### src/rtl/chipset_wait_state_controller_if.sv
// CPU-side bus bundle: address/command strobes in, RDY back to the CPU.
// Master drives the bus cycle, slave (the wait-state controller) returns RDY.
interface chipset_wait_state_controller_if #(
    parameter int ADDR_W = 20
);
    logic              cpu_clock_posedge;
    logic              ALE;
    logic [ADDR_W-1:0] ADDRESS;
    logic              IO_OR_M;
    logic              RD_N;
    logic              WR_N;
    logic              INTA_N;
    logic              RDY;

    modport master (
        output cpu_clock_posedge, ALE, ADDRESS, IO_OR_M, RD_N, WR_N, INTA_N,
        input  RDY
    );

    modport slave (
        input  cpu_clock_posedge, ALE, ADDRESS, IO_OR_M, RD_N, WR_N, INTA_N,
        output RDY
    );
endinterface

### src/rtl/chipset_wait_state_controller.sv
// Decodes the ALE-latched address against N_CH windows and stretches RDY by wait states plus ext ready.
// All outputs registered; state only advances on qualified (cpu_clock_posedge) clocks, watchdog bounds RDY low.
module chipset_wait_state_controller #(
    parameter int N_CH      = 4,
    parameter int ADDR_W    = 20,
    parameter int WAIT_W    = 4,
    parameter int TMO_W     = 8,
    parameter int TIMEOUT   = 200,
    parameter int INTA_WAIT = 1
) (
    input  logic                     clock,
    input  logic                     reset,
    chipset_wait_state_controller_if.slave bus,
    input  logic [N_CH*ADDR_W-1:0]   ch_base,
    input  logic [N_CH*ADDR_W-1:0]   ch_mask,
    input  logic [N_CH-1:0]          ch_is_io,
    input  logic [N_CH-1:0]          ch_enable,
    input  logic [N_CH*WAIT_W-1:0]   ch_wait,
    input  logic [N_CH-1:0]          ch_ext_ready,
    output logic                     busy,
    output logic [2:0]               active_ch,
    output logic                     timeout,
    output logic [2:0]               timeout_ch
);

    typedef enum logic [2:0] {
        S_IDLE,
        S_LATCHED,
        S_WAIT,
        S_EXTW,
        S_DONE
    } state_t;

    state_t             state_q, state_d;
    logic               rdy_q, rdy_d;
    logic               busy_q, busy_d;
    logic               hit_q, hit_d;
    logic [2:0]         idx_q, idx_d;
    logic [WAIT_W-1:0]  wait_q, wait_d;
    logic               inta_q, inta_d;
    logic [WAIT_W-1:0]  cnt_q, cnt_d;
    logic [TMO_W-1:0]   tmo_q, tmo_d;
    logic               timeout_q, timeout_d;
    logic [2:0]         timeout_ch_q, timeout_ch_d;

    logic               hit_c;
    logic [2:0]         idx_c;
    logic [WAIT_W-1:0]  wait_c;
    logic               ext_sel;
    logic               cmd;
    logic               inta_now;
    logic               ready_ok;
    logic [WAIT_W-1:0]  eff_wait;

    assign cmd      = ~bus.RD_N | ~bus.WR_N | ~bus.INTA_N;
    assign inta_now = ~bus.INTA_N;
    assign ready_ok = inta_q | ext_sel;

    // Scan high to low so the lowest matching window overrides.
    always_comb begin
        hit_c  = 1'b0;
        idx_c  = 3'd0;
        wait_c = '0;
        for (int i = N_CH - 1; i >= 0; i--) begin
            if (ch_enable[i] && (ch_is_io[i] == bus.IO_OR_M) &&
                (((bus.ADDRESS ^ ch_base[i*ADDR_W +: ADDR_W]) & ch_mask[i*ADDR_W +: ADDR_W]) == '0)) begin
                hit_c  = 1'b1;
                idx_c  = 3'(i);
                wait_c = ch_wait[i*WAIT_W +: WAIT_W];
            end
        end
    end

    always_comb begin
        ext_sel = 1'b0;
        for (int i = 0; i < N_CH; i++) begin
            if (idx_q == 3'(i)) begin
                ext_sel = ch_ext_ready[i];
            end
        end
    end

    always_comb begin
        state_d      = state_q;
        rdy_d        = rdy_q;
        hit_d        = hit_q;
        idx_d        = idx_q;
        wait_d       = wait_q;
        inta_d       = inta_q;
        cnt_d        = cnt_q;
        tmo_d        = tmo_q;
        timeout_d    = 1'b0;
        timeout_ch_d = timeout_ch_q;
        eff_wait     = inta_now ? WAIT_W'(INTA_WAIT) : wait_q;

        if (bus.cpu_clock_posedge) begin
            tmo_d = rdy_q ? '0 : tmo_q + TMO_W'(1);
            case (state_q)
                S_WAIT, S_EXTW: begin
                    if (!cmd) begin
                        state_d = S_IDLE;
                        rdy_d   = 1'b1;
                        tmo_d   = '0;
                    end else if (tmo_q == TMO_W'(TIMEOUT - 1)) begin
                        state_d      = S_DONE;
                        rdy_d        = 1'b1;
                        tmo_d        = '0;
                        timeout_d    = 1'b1;
                        timeout_ch_d = idx_q;
                    end else if (state_q == S_WAIT && cnt_q != WAIT_W'(1)) begin
                        cnt_d = cnt_q - WAIT_W'(1);
                    end else if (ready_ok) begin
                        // Last wait state samples ext ready directly, so wait=N costs exactly N edges.
                        state_d = S_DONE;
                        rdy_d   = 1'b1;
                        tmo_d   = '0;
                    end else begin
                        state_d = S_EXTW;
                    end
                end
                default: begin
                    if (bus.ALE) begin
                        state_d = S_LATCHED;
                        hit_d   = hit_c;
                        idx_d   = idx_c;
                        wait_d  = wait_c;
                        inta_d  = 1'b0;
                    end else if (state_q == S_LATCHED && cmd) begin
                        inta_d = inta_now;
                        if (!inta_now && !hit_q) begin
                            state_d = S_DONE;
                        end else if (eff_wait == '0) begin
                            if (inta_now || ext_sel) begin
                                state_d = S_DONE;
                            end else begin
                                state_d = S_EXTW;
                                rdy_d   = 1'b0;
                            end
                        end else begin
                            state_d = S_WAIT;
                            rdy_d   = 1'b0;
                            cnt_d   = eff_wait;
                        end
                    end else if (state_q == S_DONE && !cmd) begin
                        state_d = S_IDLE;
                    end
                end
            endcase
        end

        busy_d = (state_d == S_WAIT) || (state_d == S_EXTW);
    end

    always_ff @(posedge clock or posedge reset) begin
        if (reset) begin
            state_q      <= S_IDLE;
            rdy_q        <= 1'b1;
            busy_q       <= 1'b0;
            hit_q        <= 1'b0;
            idx_q        <= 3'd0;
            wait_q       <= '0;
            inta_q       <= 1'b0;
            cnt_q        <= '0;
            tmo_q        <= '0;
            timeout_q    <= 1'b0;
            timeout_ch_q <= 3'd0;
        end else begin
            state_q      <= state_d;
            rdy_q        <= rdy_d;
            busy_q       <= busy_d;
            hit_q        <= hit_d;
            idx_q        <= idx_d;
            wait_q       <= wait_d;
            inta_q       <= inta_d;
            cnt_q        <= cnt_d;
            tmo_q        <= tmo_d;
            timeout_q    <= timeout_d;
            timeout_ch_q <= timeout_ch_d;
        end
    end

    assign bus.RDY    = rdy_q;
    assign busy       = busy_q;
    assign active_ch  = idx_q;
    assign timeout    = timeout_q;
    assign timeout_ch = timeout_ch_q;

endmodule

### src/flat_wrapper.sv
// flat-port wrapper written by rule: the top's interface ports become plain ports
module chipset_wait_state_controller_flat 
#(
    parameter int N_CH      = 4,
    parameter int ADDR_W    = 20,
    parameter int WAIT_W    = 4,
    parameter int TMO_W     = 8,
    parameter int TIMEOUT   = 200,
    parameter int INTA_WAIT = 1
)
  (clock, reset, ch_base, ch_mask, ch_is_io, ch_enable, ch_wait, ch_ext_ready, busy, active_ch, timeout, timeout_ch, bus_cpu_clock_posedge, bus_ALE, bus_ADDRESS, bus_IO_OR_M, bus_RD_N, bus_WR_N, bus_INTA_N, bus_RDY);
  chipset_wait_state_controller_if #(.ADDR_W(ADDR_W)) bus_i ();
  input  logic clock;
  input  logic reset;
  input  logic [N_CH*ADDR_W-1:0] ch_base;
  input  logic [N_CH*ADDR_W-1:0] ch_mask;
  input  logic [N_CH-1:0] ch_is_io;
  input  logic [N_CH-1:0] ch_enable;
  input  logic [N_CH*WAIT_W-1:0] ch_wait;
  input  logic [N_CH-1:0] ch_ext_ready;
  output logic busy;
  output logic [2:0] active_ch;
  output logic timeout;
  output logic [2:0] timeout_ch;
  input wire logic [$bits(bus_i.cpu_clock_posedge)-1:0] bus_cpu_clock_posedge;
  input wire logic [$bits(bus_i.ALE)-1:0] bus_ALE;
  input wire logic [$bits(bus_i.ADDRESS)-1:0] bus_ADDRESS;
  input wire logic [$bits(bus_i.IO_OR_M)-1:0] bus_IO_OR_M;
  input wire logic [$bits(bus_i.RD_N)-1:0] bus_RD_N;
  input wire logic [$bits(bus_i.WR_N)-1:0] bus_WR_N;
  input wire logic [$bits(bus_i.INTA_N)-1:0] bus_INTA_N;
  output wire logic [$bits(bus_i.RDY)-1:0] bus_RDY;
  assign bus_i.cpu_clock_posedge = bus_cpu_clock_posedge;
  assign bus_i.ALE = bus_ALE;
  assign bus_i.ADDRESS = bus_ADDRESS;
  assign bus_i.IO_OR_M = bus_IO_OR_M;
  assign bus_i.RD_N = bus_RD_N;
  assign bus_i.WR_N = bus_WR_N;
  assign bus_i.INTA_N = bus_INTA_N;
  assign bus_RDY = bus_i.RDY;
  chipset_wait_state_controller #(.N_CH(N_CH), .ADDR_W(ADDR_W), .WAIT_W(WAIT_W), .TMO_W(TMO_W), .TIMEOUT(TIMEOUT), .INTA_WAIT(INTA_WAIT)) u_core (.clock(clock), .reset(reset), .bus(bus_i), .ch_base(ch_base), .ch_mask(ch_mask), .ch_is_io(ch_is_io), .ch_enable(ch_enable), .ch_wait(ch_wait), .ch_ext_ready(ch_ext_ready), .busy(busy), .active_ch(active_ch), .timeout(timeout), .timeout_ch(timeout_ch));
endmodule
### config.mk
export PLATFORM = sky130hd
export DESIGN_NAME = chipset_wait_state_controller_flat
export DESIGN_NICKNAME = d
export VERILOG_FILES = /design/src/rtl/chipset_wait_state_controller_if.sv /design/src/rtl/chipset_wait_state_controller.sv /design/src/flat_wrapper.sv
export SDC_FILE = /design/constraint.sdc
export NUM_CORES = 1
export LEC_CHECK = 0
export CELL_PAD_IN_SITES_DETAIL_PLACEMENT = 2
export CELL_PAD_IN_SITES_GLOBAL_PLACEMENT = 2
export CORE_ASPECT_RATIO = 1.75
export CORE_MARGIN = 2
export CORE_UTILIZATION = 36
export CTS_BUF_LIST = sky130_fd_sc_hd__clkbuf_8
export CTS_CLUSTER_SIZE = 28
export DETAILED_ROUTE_END_ITERATION = 8
export DONT_BUFFER_PORTS = 1
export PLACE_DENSITY_LB_ADDON = 0.25
export SLEW_MARGIN = 20
export SYNTH_ARGS = -nofsm -noshare
export SYNTH_HDL_FRONTEND = slang
export SYNTH_SLANG_ARGS = --single-unit
### constraint.sdc
create_clock -name clock -period 3.44 [get_ports clock]
set_input_delay 0.86 -clock clock [delete_from_list [all_inputs] [get_ports clock]]
set_output_delay 0.86 -clock clock [all_outputs]
set_load 0.02 [all_outputs]
**Word level (Yosys, flattened, before mapping)**

Cells that the tools add are included.

- Logic and storage cells: 141
- Register bits: 30
- Bits of input ports: 216
- Output and inout port bits: 9

- Bitwise operators: 15
- Equal/unequal tests: 24
- Add/subtract/negate cells: 2
- Reductions and logical operators: 30
- Mux-type cells: 59

Operator list:

| kind | count |
|---|---|
| 20-bit AND | 4 |
| 20-bit logical NOT | 4 |
| 20-bit bitwise XOR | 4 |
| 4-bit 2-to-1 mux | 13 |
| 8-bit 2-to-1 mux | 6 |
| 3-bit 2-to-1 mux | 12 |
| 1-bit 2-to-1 mux | 24 |
| 3-bit by 2-bit == test with 1-bit output, second input constant | 6 |
| 1-bit logical AND | 12 |
| 8-bit by 1-bit adder with 8-bit output, second input constant | 1 |
| 8-bit == test, second input constant | 1 |
| 2-bit 2-to-1 mux | 4 |
| 4-bit != test, second input constant | 2 |
| 8-bit AND reduction | 1 |
| 7-bit AND reduction | 1 |
| 3-bit by 1-bit == test with 1-bit output, second input constant | 2 |
| 2-bit by 1-bit != test with 1-bit output, second input constant | 3 |
| 2-bit != test, second input constant | 3 |
| 3-bit AND reduction | 2 |
| 1-bit == test | 4 |
| 4-bit logical NOT | 1 |
| 4-bit by 1-bit != test with 1-bit output, second input constant | 1 |
| 1-bit inverter | 4 |
| 4-bit AND reduction | 1 |
| 9 further kinds | 14 |

**Depth between registers and ports, before layout**

Gate-level depths: netlist of run 1.

- Word-level depth: 15
- Gate-level depth with buffers: 8
- Mapped depth without buffers: 8

**Worst setup path before layout of run 1**

OpenSTA, ideal clock, no wires.

- Path type: input to register
- From: input ch_ext_ready[3]
- To: register u_core.tmo_q[4]
- Arrival time: 2.584 ns
- Path slack: 0.787 ns
- Data required time: 3.371 ns
- Buffers on the path: 0
- Cell stages on the path: 6
- Setup time: 0.069 ns
- Cells stage by stage: mux4_2 o32a_1 o31a_1 or2_1 or4_1 nand3_1

- Cells in the longest elaborated chain, start to end: 7

Ends and longest elaborated chain:

| element | RTL line | RTL |
|---|---|---|
| start: declaration | flat_wrapper.sv:20 | `input logic [N_CH-1:0] ch_ext_ready;` |
| 1-bit 2-to-1 mux | chipset_wait_state_controller.sv:77 | `if (idx_q == 3'(i)) begin` |
| 1-bit OR | chipset_wait_state_controller.sv:57 | `assign ready_ok = inta_q \| ext_sel;` |
| 8-bit 2-to-1 mux | chipset_wait_state_controller.sv:112 | `end else if (ready_ok) begin` |
| 8-bit 2-to-1 mux | chipset_wait_state_controller.sv:110 | `end else if (state_q == S_WAIT && cnt_q != WAIT_W'(1)) begin` |
| 8-bit 2-to-1 mux | chipset_wait_state_controller.sv:104 | `end else if (tmo_q == TMO_W'(TIMEOUT - 1)) begin` |
| 8-bit 2-to-1 mux | chipset_wait_state_controller.sv:100 | `if (!cmd) begin` |
| 8-bit 2-to-1 mux | chipset_wait_state_controller.sv:98 | `case (state_q)` |
| end signal: assignment | chipset_wait_state_controller.sv:176 | `tmo_q <= tmo_d;` |
| end: declaration | chipset_wait_state_controller.sv:42 | `logic [TMO_W-1:0] tmo_q, tmo_d;` |

Every way passes these cells.
A chain may end at the register's enable or synchronous reset.

**Worst setup path in the final report of run 1**

- From: register u_core.idx_q[0], in the netlist u_core.active_ch[0]
- To: register u_core.tmo_q[4]

- Cells in the longest elaborated chain, start to end: 11
- Elaborated cells on any way between the ends: 14
- Classes of those cells: eq/ne (3); mux (9); bitwise (1); reduce/logical (1)

Ends and longest elaborated chain:

| element | RTL line | RTL |
|---|---|---|
| start: declaration | chipset_wait_state_controller.sv:38 | `logic [2:0] idx_q, idx_d;` |
| start signal: assignment | chipset_wait_state_controller.sv:172 | `idx_q <= idx_d;` |
| 3-bit logical NOT | chipset_wait_state_controller.sv:77 |  |
| 1-bit 2-to-1 mux (3 in series) | chipset_wait_state_controller.sv:77 |  |
| 1-bit 2-to-1 mux * | chipset_wait_state_controller.sv:77 |  |
| 1-bit OR * | chipset_wait_state_controller.sv:57 |  |
| 8-bit 2-to-1 mux * | chipset_wait_state_controller.sv:112 |  |
| 8-bit 2-to-1 mux * | chipset_wait_state_controller.sv:110 |  |
| 8-bit 2-to-1 mux * | chipset_wait_state_controller.sv:104 |  |
| 8-bit 2-to-1 mux * | chipset_wait_state_controller.sv:100 |  |
| 8-bit 2-to-1 mux * | chipset_wait_state_controller.sv:98 |  |

Every way passes the cells marked *; elsewhere a longest branch is shown, timed or not.

==> results of run 1 <==
sequential cells by signal, summed over array words and instances, names as in the netlist:
register / count
u_core.busy: 1
u_core.state_q: 3
u_core.active_ch: 2
u_core.bus.RDY: 1
u_core.timeout_ch: 2
u_core.timeout: 1
u_core.tmo_q: 8
u_core.cnt_q: 4
u_core.wait_q: 4
u_core.hit_q: 1
u_core.inta_q: 1
power breakdown:
| part | leakage (nW) | internal, W | total, W | switching [W] |
|---|---|---|---|---|
| Sequential | 0.359 | 0.000412 | 0.000523 | 0.000111 |
| Combinational | 0.851 | 0.000204 | 0.000470 | 0.000265 |
| Clock | 0.0269 | 0.0000805 | 0.000192 | 0.000111 |
| Total | 1.24 | 0.000697 | 0.00118 | 0.000487 |
metrics by stage:
stage / hold slack, ps / area (um^2) / worst slack, ps / std cells
global route: 548 / 3010 / 717 / 430
global placement: 474 / 2960 / 700 / 426
detailed placement: 507 / 2960 / 659 / 426
finish: 508 / 3010 / 855 / 430
CTS: 520 / 3010 / 851 / 430
floorplan: 448 / 2850 / 787 / 339
worst max-delay path, delay by kind of cell (launching register included):
family	cells	cell delay (ps)
simple gates	3	850
mux	1	590
flops	1	560
compound gates	2	510
cells by family after synthesis:
group,count (synthesis)
AND/OR/NAND/NOR,95
buffers and inverters,23
XOR/XNOR,84
AO/OA/AOI/OAI,100
multiplexers,4
flip-flops,28
other,1
adder cells (fa/ha/maj),3
routing by layer:
metal | vias up | track usage (%) | part of all wire [%]
met4 | 0 | 11.4 | 3.9
met3 | 25 | 5.29 | 6.4
met2 | 149 | 52.4 | 57
li1 | 1269 | - | -
met5 | - | 0 | 0
met1 | 1351 | 27.8 | 33
how the worst min path moves through the flow:
stage	startpoint	to	slack (ps)	cells past startpoint
5_1_grt	u_core.tmo_q[0]$_DFFE_PP0P_	u_core.tmo_q[0]$_DFFE_PP0P_	550	1
2_1_floorplan	u_core.tmo_q[7]$_DFFE_PP0P_	u_core.tmo_q[7]$_DFFE_PP0P_	450	1
3_3_place_gp	u_core.tmo_q[7]$_DFFE_PP0P_	u_core.tmo_q[7]$_DFFE_PP0P_	470	1
3_5_place_dp	u_core.tmo_q[7]$_DFFE_PP0P_	u_core.tmo_q[7]$_DFFE_PP0P_	510	1
4_1_cts	u_core.tmo_q[7]$_DFFE_PP0P_	u_core.tmo_q[7]$_DFFE_PP0P_	520	1
6_report	u_core.tmo_q[7]$_DFFE_PP0P_	u_core.tmo_q[7]$_DFFE_PP0P_	510	1
cell type report:
class	count	area, um^2
multi-input cells	288	2060
repair buffers	4	30.0
clock buffers	3	41.3
well taps	90	113
clock inverters	1	3.75
inverters	16	60.1
fillers	916	4790
flip-flops and latches	28	702
layout by cell type, fill, tap and decap left out, types with 3 or more instances in the layout:
cell,n
nor4_1,10
nand2b_1,5
xor2_1,84
a21oi_1,7
nor3b_1,3
o21ai_0,11
o31ai_1,10
dfrtp_1,27
and2_1,4
a211oi_1,4
a311oi_1,5
a222oi_1,4
nor3_1,7
clkbuf_8,3
nand2_1,10
nor2_1,16
inv_1,16
ha_1,3
a22oi_1,32
nor2b_1,3
nand4_1,6
o21ai_1,7
buf_4,4
or3_1,4
and3_1,3
nand3_1,18
a31oi_1,5
==> key figures, run 1 <==
Routing
  • Final Routed Wirelength: 12.1 mm
  • Wire per inst: ~28 um
  • ANT nets after route: 0
  • Drt initial violations: 156
  • Number of iterations in the first detailed-routing pass: 4
  • Post-route DRC: 0
  • Per-cell via count in the routed design: 6.50
  • Detailed-route via count: 2794

Layout
  • Fraction of layout cells with a size suffix above 1: ~3.2%
  • Post-synthesis to final-layout area growth: 5.53%
  • Layout Utilization: 38.5%
  • Diodes inserted: 0
  • Number of nets in the layout: between 500 and 600

Floorplan
  • Die H: 122 um
  • Die area: 8670 um^2
  • Number of placed I/O pins: between 200 and 250
  • Number of cell rows: between 40 and 50
  • Die width: 71.2 um
  • Initial core utilization: 36.5%
  • Core footprint: ~7800 um^2

STA
  • Fin crit share: 75.1%
  • Layout Skew: 9.25 ps
  • Pin slew with the least headroom to its limit: roughly 680 ps
  • Number of endpoints with negative hold slack in the final report: 0
  • Minimum period implied by the final worst setup slack: 2590 ps
  • Post-Route Setup TNS: 0 ps
  • Final slew viol count: 0
  • Peak clock frequency supported by timing: between 300 and 400 MHz
  • RSZ-0062 raised after global routing: false
  • Final setup violation count: 0
  • Rel. slew slack: 54.3%

Setup path
  • Nature of the critical path endpoint: register
  • Cell depth of the worst flop-to-flop path: 6
  • Origin of the worst setup path: u_core.active_ch[0]$_DFFE_PP0P_
  • Crit path to: u_core.tmo_q[4]$_DFFE_PP0P_
  • Critical path, cell by cell: mux4_2, o32a_1, o31a_1, or2_1, or4_1, nand3_1
  • Kind of start point of the critical path: register
  • Worst R2R Setup Slack: 850 ps
  • Max FO, Critical Path: 5
  • CP Class: register to register
  • Critical path arrival: between 2000 and 3000 ps
  • Crit Reg-Reg Startpoint: u_core.active_ch[0]$_DFFE_PP0P_
  • Required time at the endpoint of the critical path: roughly 3700 ps
  • Cell with the largest stage delay on the worst path: mux4_2
  • Terminus of the critical flop-to-flop path: u_core.tmo_q[4]$_DFFE_PP0P_
  • Crit-path max cell delay: between 500 and 600 ps

Synthesis
  • Mean instance size in the synthesized netlist: 8.43 um^2
  • Register bit total from synthesis: 28
  • Post-synthesis xor/xnor area fraction: 25.8%
  • Number of warning messages in the yosys log: 0
  • Netlist area before placement: 2850 um^2
  • Portion of netlist area occupied by mux cells: 1.93%
  • Share of synthesized cell area in and, or, nand and nor gates: 17.9%
  • Combinational family with the most area after synthesis: XOR/XNOR gates
  • Top cell type's share of synthesized area: about a quarter
  • Most numerous cell in the Yosys netlist: xor2_1
  • Most frequent cells after synthesis: xor2_1 (84), a22oi_1 (32), dfrtp_1 (27)
  • Post-synthesis adder-cell area fraction: between 1 and 1.5%
  • Proportion of synthesized flip-flops having asynchronous set or reset: 100%
  • Number of cells produced by synthesis: 338
  • Sequential element share of the synthesized area: between 20 and 25%
  • Complex-gate fraction of the synthesized area: between 20% and 30%
  • Number of enable-type register cells in the synthesized netlist: 0
  • Leading cell types by total area after synthesis: xor2_1 (26%), dfrtp_1 (24%), a22oi_1 (8.4%)
  • Dominant register cell in the synthesized netlist: dfrtp_1
  • Dominant cell type by area after synthesis: xor2_1
  • Distinct cells, synth: a little over 50

Global routing
  • Number of global-route vias before repair: 3137
  • Largest net degree at the start of global routing: 29
  • Wire length of the first global-routing pass: around 18 mm
  • Remaining Overflow, GRT: 0
  • Initial antenna violation count: 0
  • Global Route Usage Sum: approximately 27%

Power and ir drop
  • Total chip power: around 0.0012 W
  • Leakage dissipation: 1.24 nW
  • Peak supply drop: around 0.14 mV
  • Power Density: 394 nW/um^2

Outcome
  • Result of the run: completed

CTS
  • Deepest level of the CTS H-tree: 1
  • Clock tree buffer depth: 2
  • Clk pin slew, worst setup/hold paths: 110 ps
  • Later-pin clock latency in the skew report: 290 ps
  • Number of buffers created by CTS: 3
  • Number of setup buffers added after CTS: 0
  • Cts hold-fix bufs: 0
  • TritonCTS clock tree: yes
  • Clock tree sinks: 28
  • Clock root cell: clkbuf_8
  • Quantity of gates resized following cts: 0

Flow run
  • Total of max-cap violations: 0

Placement
  • DP HPWL: 10.7 mm
  • # port buffers: 0
  • Routability-driven placement congestion ratio: 0.960

Min path
  • HP Class: register to register
(Power assumes the default switching activity.)
==> inputs of run 2 (changes only) <==
Settings changed: CORE_UTILIZATION 36 to 33.
Clock period 3.44 ns to 2.7 ns, I/O delays scaled along.
==> run 2 against run 1 <==
Against the previous run: final area grew 2.9%; count of clock-buffer cells in the layout grew 1; via count grew 3.2%; global-route usage shrank 0.73 points; non-clock buffer count grew 6; combinational power grew 31%; utilization shrank 1.6 points; sequential power grew 27%; total power grew 31%; flip-flop and latch count is the same; critical path type unchanged.
==> key figures, run 2 (synthesized netlist as in run 1, its figures left out) <==
Setup path
  • Number of buffers and inverters on the critical path: 0
  • Critical path, cell by cell: mux4_2, o32a_1, o31a_1, or2_1, or4_1, nand3_1
  • Category of cells accounting for the largest share of critical-path delay: simple AND/OR/NAND/NOR gates
  • Crit path to: u_core.tmo_q[4]$_DFFE_PP0P_
  • Origin of the worst setup path: u_core.active_ch[1]$_DFFE_PP0P_
  • Cell depth of the worst flop-to-flop path: 6
  • Crit-path max cell delay: 560 ps
  • Crit Reg-Reg Startpoint: u_core.active_ch[1]$_DFFE_PP0P_
  • Required time at the endpoint of the critical path: 2920 ps
  • CP Class: register to register
  • Kind of start point of the critical path: register
  • Critical path arrival: around 2500 ps
  • Path length in cells of the critical path: 6
  • Cell with the largest stage delay on the worst path: dfrtp_1
  • Nature of the critical path endpoint: register
  • Max FO, Critical Path: 4
  • Terminus of the critical flop-to-flop path: u_core.tmo_q[4]$_DFFE_PP0P_
  • Worst R2R Setup Slack: between 400 and 500 ps

Layout
  • Fraction of layout cells with a size suffix above 1: 5.20%
  • Top flop regs: u_core.tmo_q (8), u_core.cnt_q (4), u_core.wait_q (4)
  • Number of fill cells: 1003
  • Post-route insts no fill: around 460
  • Register name with the most flops: u_core.tmo_q
  • Post-synthesis to final-layout area growth: 8.56%
  • Number of nets in the layout: 566
  • Area of all placed cells without fillers: 3090 um^2
  • Layout Utilization: 37.0%
  • Largest register FFs: 8
  • Area occupied by multi-input gates: 2060 um^2
  • Most frequent cells in the layout: xor2_1 (84), a22oi_1 (32), dfrtp_1 (27)
  • Seq. cell area: 702 um^2
  • Diodes inserted: 0
  • Most common cell after layout, fill and taps aside: xor2_1

Placement
  • DP Cell Count: 457
  • DP HPWL: 11.3 mm
  • Cell Area, Placed: between 3000 and 4000 um^2
  • Routability-driven placement congestion ratio: 0.884
  • # port buffers: 0
  • Worst setup slack before clock tree synthesis: 194 ps

Floorplan
  • Core footprint: 8370 um^2
  • Number of cell rows: 44
  • Initial core utilization: roughly a third
  • Die H: 127 um
  • Die area: roughly 9400 um^2
  • Die width: 74.2 um
  • Number of placed I/O pins: 225

Power and ir drop
  • Reported net switching power: 0.000623 W
  • Clock power frac: between 15 and 20%
  • Sequential cell fraction of total power: 43.0%
  • Combinational group share of total power: 39.7%
  • Peak supply drop: 0.181 mV
  • Internal power: between 0.0009 and 0.001 W
  • Net switching share of the total power: 40.2%
  • Leakage dissipation: around 1.3 nW
  • Power Density: 501 nW/um^2

CTS
  • Clk pin slew, worst setup/hold paths: 100 ps
  • Number of setup buffers added after CTS: 0
  • Clock tree sinks: 28
  • Quantity of gates resized following cts: 0
  • Cts hold-fix bufs: 0
  • TritonCTS clock tree: yes
  • Clock tree buffer depth: 2
  • Deepest level of the CTS H-tree: 1
  • Number of buffers created by CTS: 3
  • Clock root cell: clkbuf_8
  • Later-pin clock latency in the skew report: 280 ps

Global routing
  • Number of global-route vias before repair: 3330
  • Initial antenna violation count: 0
  • Wire length of the first global-routing pass: 18.2 mm
  • Global Route Usage Sum: a little over a quarter
  • Largest net degree at the start of global routing: 29
  • Remaining Overflow, GRT: 0

Routing
  • Number of iterations in the first detailed-routing pass: 4
  • Wire per inst: 27.5 um
  • Per-cell via count in the routed design: around 6.3
  • Post-route DRC: 0
  • Detailed-route via count: 2883
  • Drt initial violations: 106
  • Final Routed Wirelength: 12.7 mm
  • ANT nets after route: 0

STA
  • RSZ-0062 raised after global routing: false
  • Fin crit share: 84.8%
  • Pin slew with the least headroom to its limit: 564 ps
  • Worst Setup Slack, final: approximately 400 ps
  • Rel. slew slack: 62.4%
  • Layout Skew: around 3 ps
  • Peak clock frequency supported by timing: 437 MHz
  • Post-Route Setup TNS: 0 ps
  • Final setup violation count: 0
  • Minimum period implied by the final worst setup slack: 2290 ps
  • Final slew viol count: 0
  • Number of endpoints with negative hold slack in the final report: 0

Flow run
  • Total of max-cap violations: 0

Outcome
  • Result of the run: completed

Min path
  • HP Class: input pin to asynchronous set/reset pin
[run 2: cell count changes in the layout (fill, tap and decap cells not counted), sizes merged]
cell,delta
buf,+6
clkbuf,+1
inv,-1
[run 2: power groups by stage]
stage	logic [W]	clock network (W)	registers, W
final	0.000616	0.000268	0.000666
after global routing	0.000696	0.000296	0.000685
after CTS	0.000622	0.000278	0.000665
after detailed placement	0.000620	0	0.000673
after global placement	0.000601	0	0.000665
after floorplan	0.000463	0	0.000626
[run 2: final cells by class]
type / count / area share, %
multi-input cells: 288 / 66.5
flip-flops and latches: 28 / 22.7
well taps: 115 / 4.65
repair buffers: 10 / 2.43
inverters: 16 / 1.94
clock buffers: 4 / 1.78
[run 2: worst min path at each step]
stage | to | slack, ps | cells after the start
finish | u_core.tmo_q[0]$_DFFE_PP0P_ | 380 | 2
global route | u_core.tmo_q[0]$_DFFE_PP0P_ | 400 | 2
CTS | u_core.tmo_q[0]$_DFFE_PP0P_ | 390 | 2
detailed placement | u_core.tmo_q[7]$_DFFE_PP0P_ | 480 | 1
global placement | u_core.tmo_q[7]$_DFFE_PP0P_ | 480 | 1
floorplan | u_core.tmo_q[7]$_DFFE_PP0P_ | 450 | 1
[run 2: through the flow]
stage | hold WS, ps | total power [W]
after floorplan | 448 | 0.00109
after global placement | 477 | 0.00127
after detailed placement | 482 | 0.00129
after CTS | 387 | 0.00157
after global routing | 402 | 0.00168
final | 384 | 0.00155
[run 2: metal layers]
metal / global-route usage, % / vias up / part of all wire (%)
li1: - / 1283 / -
met1: 25.3 / 1420 / 32
met2: 51.6 / 155 / 56
met3: 4.05 / 25 / 6.9
met4: 13.6 / 0 / 5.1
met5: 0 / - / 0
==> inputs of run 3 (changes only) <==
Settings changed: CORE_UTILIZATION 33 to 30.
Clock period 2.7 ns to 2 ns, I/O delays scaled along.
==> run 3 against run 2 <==
Against the previous run: the run now ends with negative setup slack left; non-clock buffer count grew 36; utilization grew 1.4 points; clock skew grew 3.7 ps; clock power grew 76%; count of clock-buffer cells in the layout shrank 1; combinational power grew 120%; setup slack lost 600 ps; worst hold slack lost 220 ps; via count grew 4.4%; critical path depth is the same; total power grew 75%; final cell count grew 9.8%; critical endpoint unchanged.
==> key figures, run 3 (synthesized netlist as in run 1, its figures left out) <==
Outcome
  • Result of the run: finished, violations left
  • Violations in the final reports: negative setup slack

CTS
  • Number of buffers created by CTS: 3
  • Deepest level of the CTS H-tree: 1
  • Later-pin clock latency in the skew report: 290 ps
  • Cts hold-fix bufs: 0
  • TritonCTS clock tree: yes
  • Clock tree sinks: 28
  • Clock tree buffer depth: 2
  • Clk pin slew, worst setup/hold paths: 110 ps
  • Clock root cell: clkbuf_8

STA
  • Number of endpoints with negative hold slack in the final report: 0
  • Fin crit share: 109%
  • Final slew viol count: 0
  • RSZ-0062 raised after global routing: true
  • Worst Setup Slack, final: -189 ps
  • Minimum period implied by the final worst setup slack: 2190 ps
  • Min Hold Slack: between 150 and 200 ps
  • Post-Route Setup TNS: -653 ps
  • Final setup violation count: 8
  • Layout Skew: 6.73 ps
  • Peak clock frequency supported by timing: 457 MHz

Routing
  • Per-cell via count in the routed design: 5.95
  • ANT nets after route: 0
  • Wire per inst: 26.7 um
  • Number of iterations in the first detailed-routing pass: 4
  • Final Routed Wirelength: 13.5 mm
  • Drt initial violations: between 100 and 150
  • Detailed-route via count: 3010
  • Post-route DRC: 0

Layout
  • Largest register FFs: 8
  • Post-synthesis to final-layout area growth: 25.9%
  • Fraction of layout cells with a size suffix above 1: 21.7%
  • Layout Utilization: 38.4%
  • Top flop regs: u_core.tmo_q (8), u_core.cnt_q (4), u_core.wait_q (4)
  • Number of nets in the layout: around 600
  • Most frequent cells in the layout: xor2_1 (84), buf_4 (43), a22oi_1 (31)
  • Register name with the most flops: u_core.tmo_q
  • Most common cell after layout, fill and taps aside: xor2_1
  • Area of all placed cells without fillers: roughly 3600 um^2

Setup path
  • Critical path arrival: approximately 2400 ps
  • Required time at the endpoint of the critical path: 2240 ps
  • Nature of the critical path endpoint: register
  • Crit-path max cell delay: 510 ps
  • Max FO, Critical Path: 4
  • Cell with the largest stage delay on the worst path: mux4_2
  • Category of cells accounting for the largest share of critical-path delay: simple AND/OR/NAND/NOR gates
  • Critical path, cell by cell: mux4_2, o32a_1, o31a_1, or2_4, or4_4, nand3_2
  • CP Class: register to register
  • Kind of start point of the critical path: register
  • Number of buffers and inverters on the critical path: 0

Placement
  • Worst setup slack before clock tree synthesis: -371 ps
  • # port buffers: 0
  • DP HPWL: 11.6 mm
  • Routability-driven placement congestion ratio: 0.859
  • Cell Area, Placed: 3280 um^2

Flow run
  • Total of max-cap violations: 0

Floorplan
  • Die width: 77.7 um
  • Die H: 133 um
  • Number of placed I/O pins: 225
  • Die area: 10300 um^2
  • Core footprint: 9350 um^2
  • Number of cell rows: 47
  • Initial core utilization: 30.5%

Global routing
  • Global Route Usage Sum: 25.0%
  • Largest net degree at the start of global routing: 29
  • Number of global-route vias before repair: ~3500
  • Wire length of the first global-routing pass: 19.1 mm
  • Remaining Overflow, GRT: 0
  • Initial antenna violation count: 1

Power and ir drop
  • Power Density: roughly 750 nW/um^2
  • Peak supply drop: ~0.34 mV
  • Leakage dissipation: about 1.5 nW

Min path
  • HP Class: input pin to asynchronous set/reset pin
run 3: cell types whose count changed in the layout (fill, tap and decap cells not counted), sizes merged:
cell    change
clkbuf      -1
buf        +36
diode       +2
bufinv      +1
run 3: cell type report:
cell class / instances / area (um^2)
fill: 1069 / 5760
multi-input combinational: 288 / 2240
sequential: 28 / 703
timing repair buffer: 46 / 357
tap: 122 / 153
inverter: 16 / 60.1
clock buffer: 3 / 41.3
clock inverter: 1 / 30.0
antenna: 2 / 5.00
run 3: power by group:
part | total (W) | switching [W] | internal (W)
clock | 0.000472 | 0.000203 | 0.000269
combinational | 0.00133 | 0.000652 | 0.000680
sequential | 0.000901 | 0.000192 | 0.000709
total | 0.00271 | 0.00105 | 0.00166
run 3: routing by layer:
metal / track usage, % / routed length [um] / vias up
li1: - / - / 1357
met5: 0 / 0 / -
met3: 3.48 / 900 / 12
met1: 23.9 / 4300 / 1476
met4: 6.94 / 242 / 0
met2: 52.5 / 8060 / 165
run 3: timing repair:
item / in CTS / in global routing
setup endpoints to repair: 14 / 20
pin swaps: 6 / 10
resized for setup: 19 / 23
setup buffers: 6 / 2
run 3: worst register-to-register path, stage by stage (launching register included):
cell and delay [ps]:
dfrtp_2 390, mux4_2 510, o32a_1 190, o31a_1 310, or2_4 250, or4_4 420
nand3_2 60
run 3: stage by stage:
stage / cells / power (W)
floorplan: 339 / 0.00148
global route: 504 / 0.00287
finish: 506 / 0.00271
detailed placement: 492 / 0.00196
CTS: 502 / 0.00260
global placement: 492 / 0.00190
run 3: path summary, 6_finish.rpt:
kind                                                 start  slack, ps                          end  cells past startpoint
setup / recovery           u_core.active_ch[0]$_DFFE_PP0P_       -190  u_core.tmo_q[4]$_DFFE_PP0P_                      6
hold reg to reg                u_core.tmo_q[7]$_DFFE_PP0P_        560  u_core.tmo_q[7]$_DFFE_PP0P_                      1
max in group asynchronous                            reset       1520   u_core.bus.RDY$_DFFE_PP1P_                      2
min in group clock                   bus_cpu_clock_posedge        300  u_core.tmo_q[0]$_DFFE_PP0P_                      1
hold / removal                                       reset        160  u_core.tmo_q[7]$_DFFE_PP0P_                      2
setup reg to reg           u_core.active_ch[0]$_DFFE_PP0P_       -190  u_core.tmo_q[4]$_DFFE_PP0P_                      6
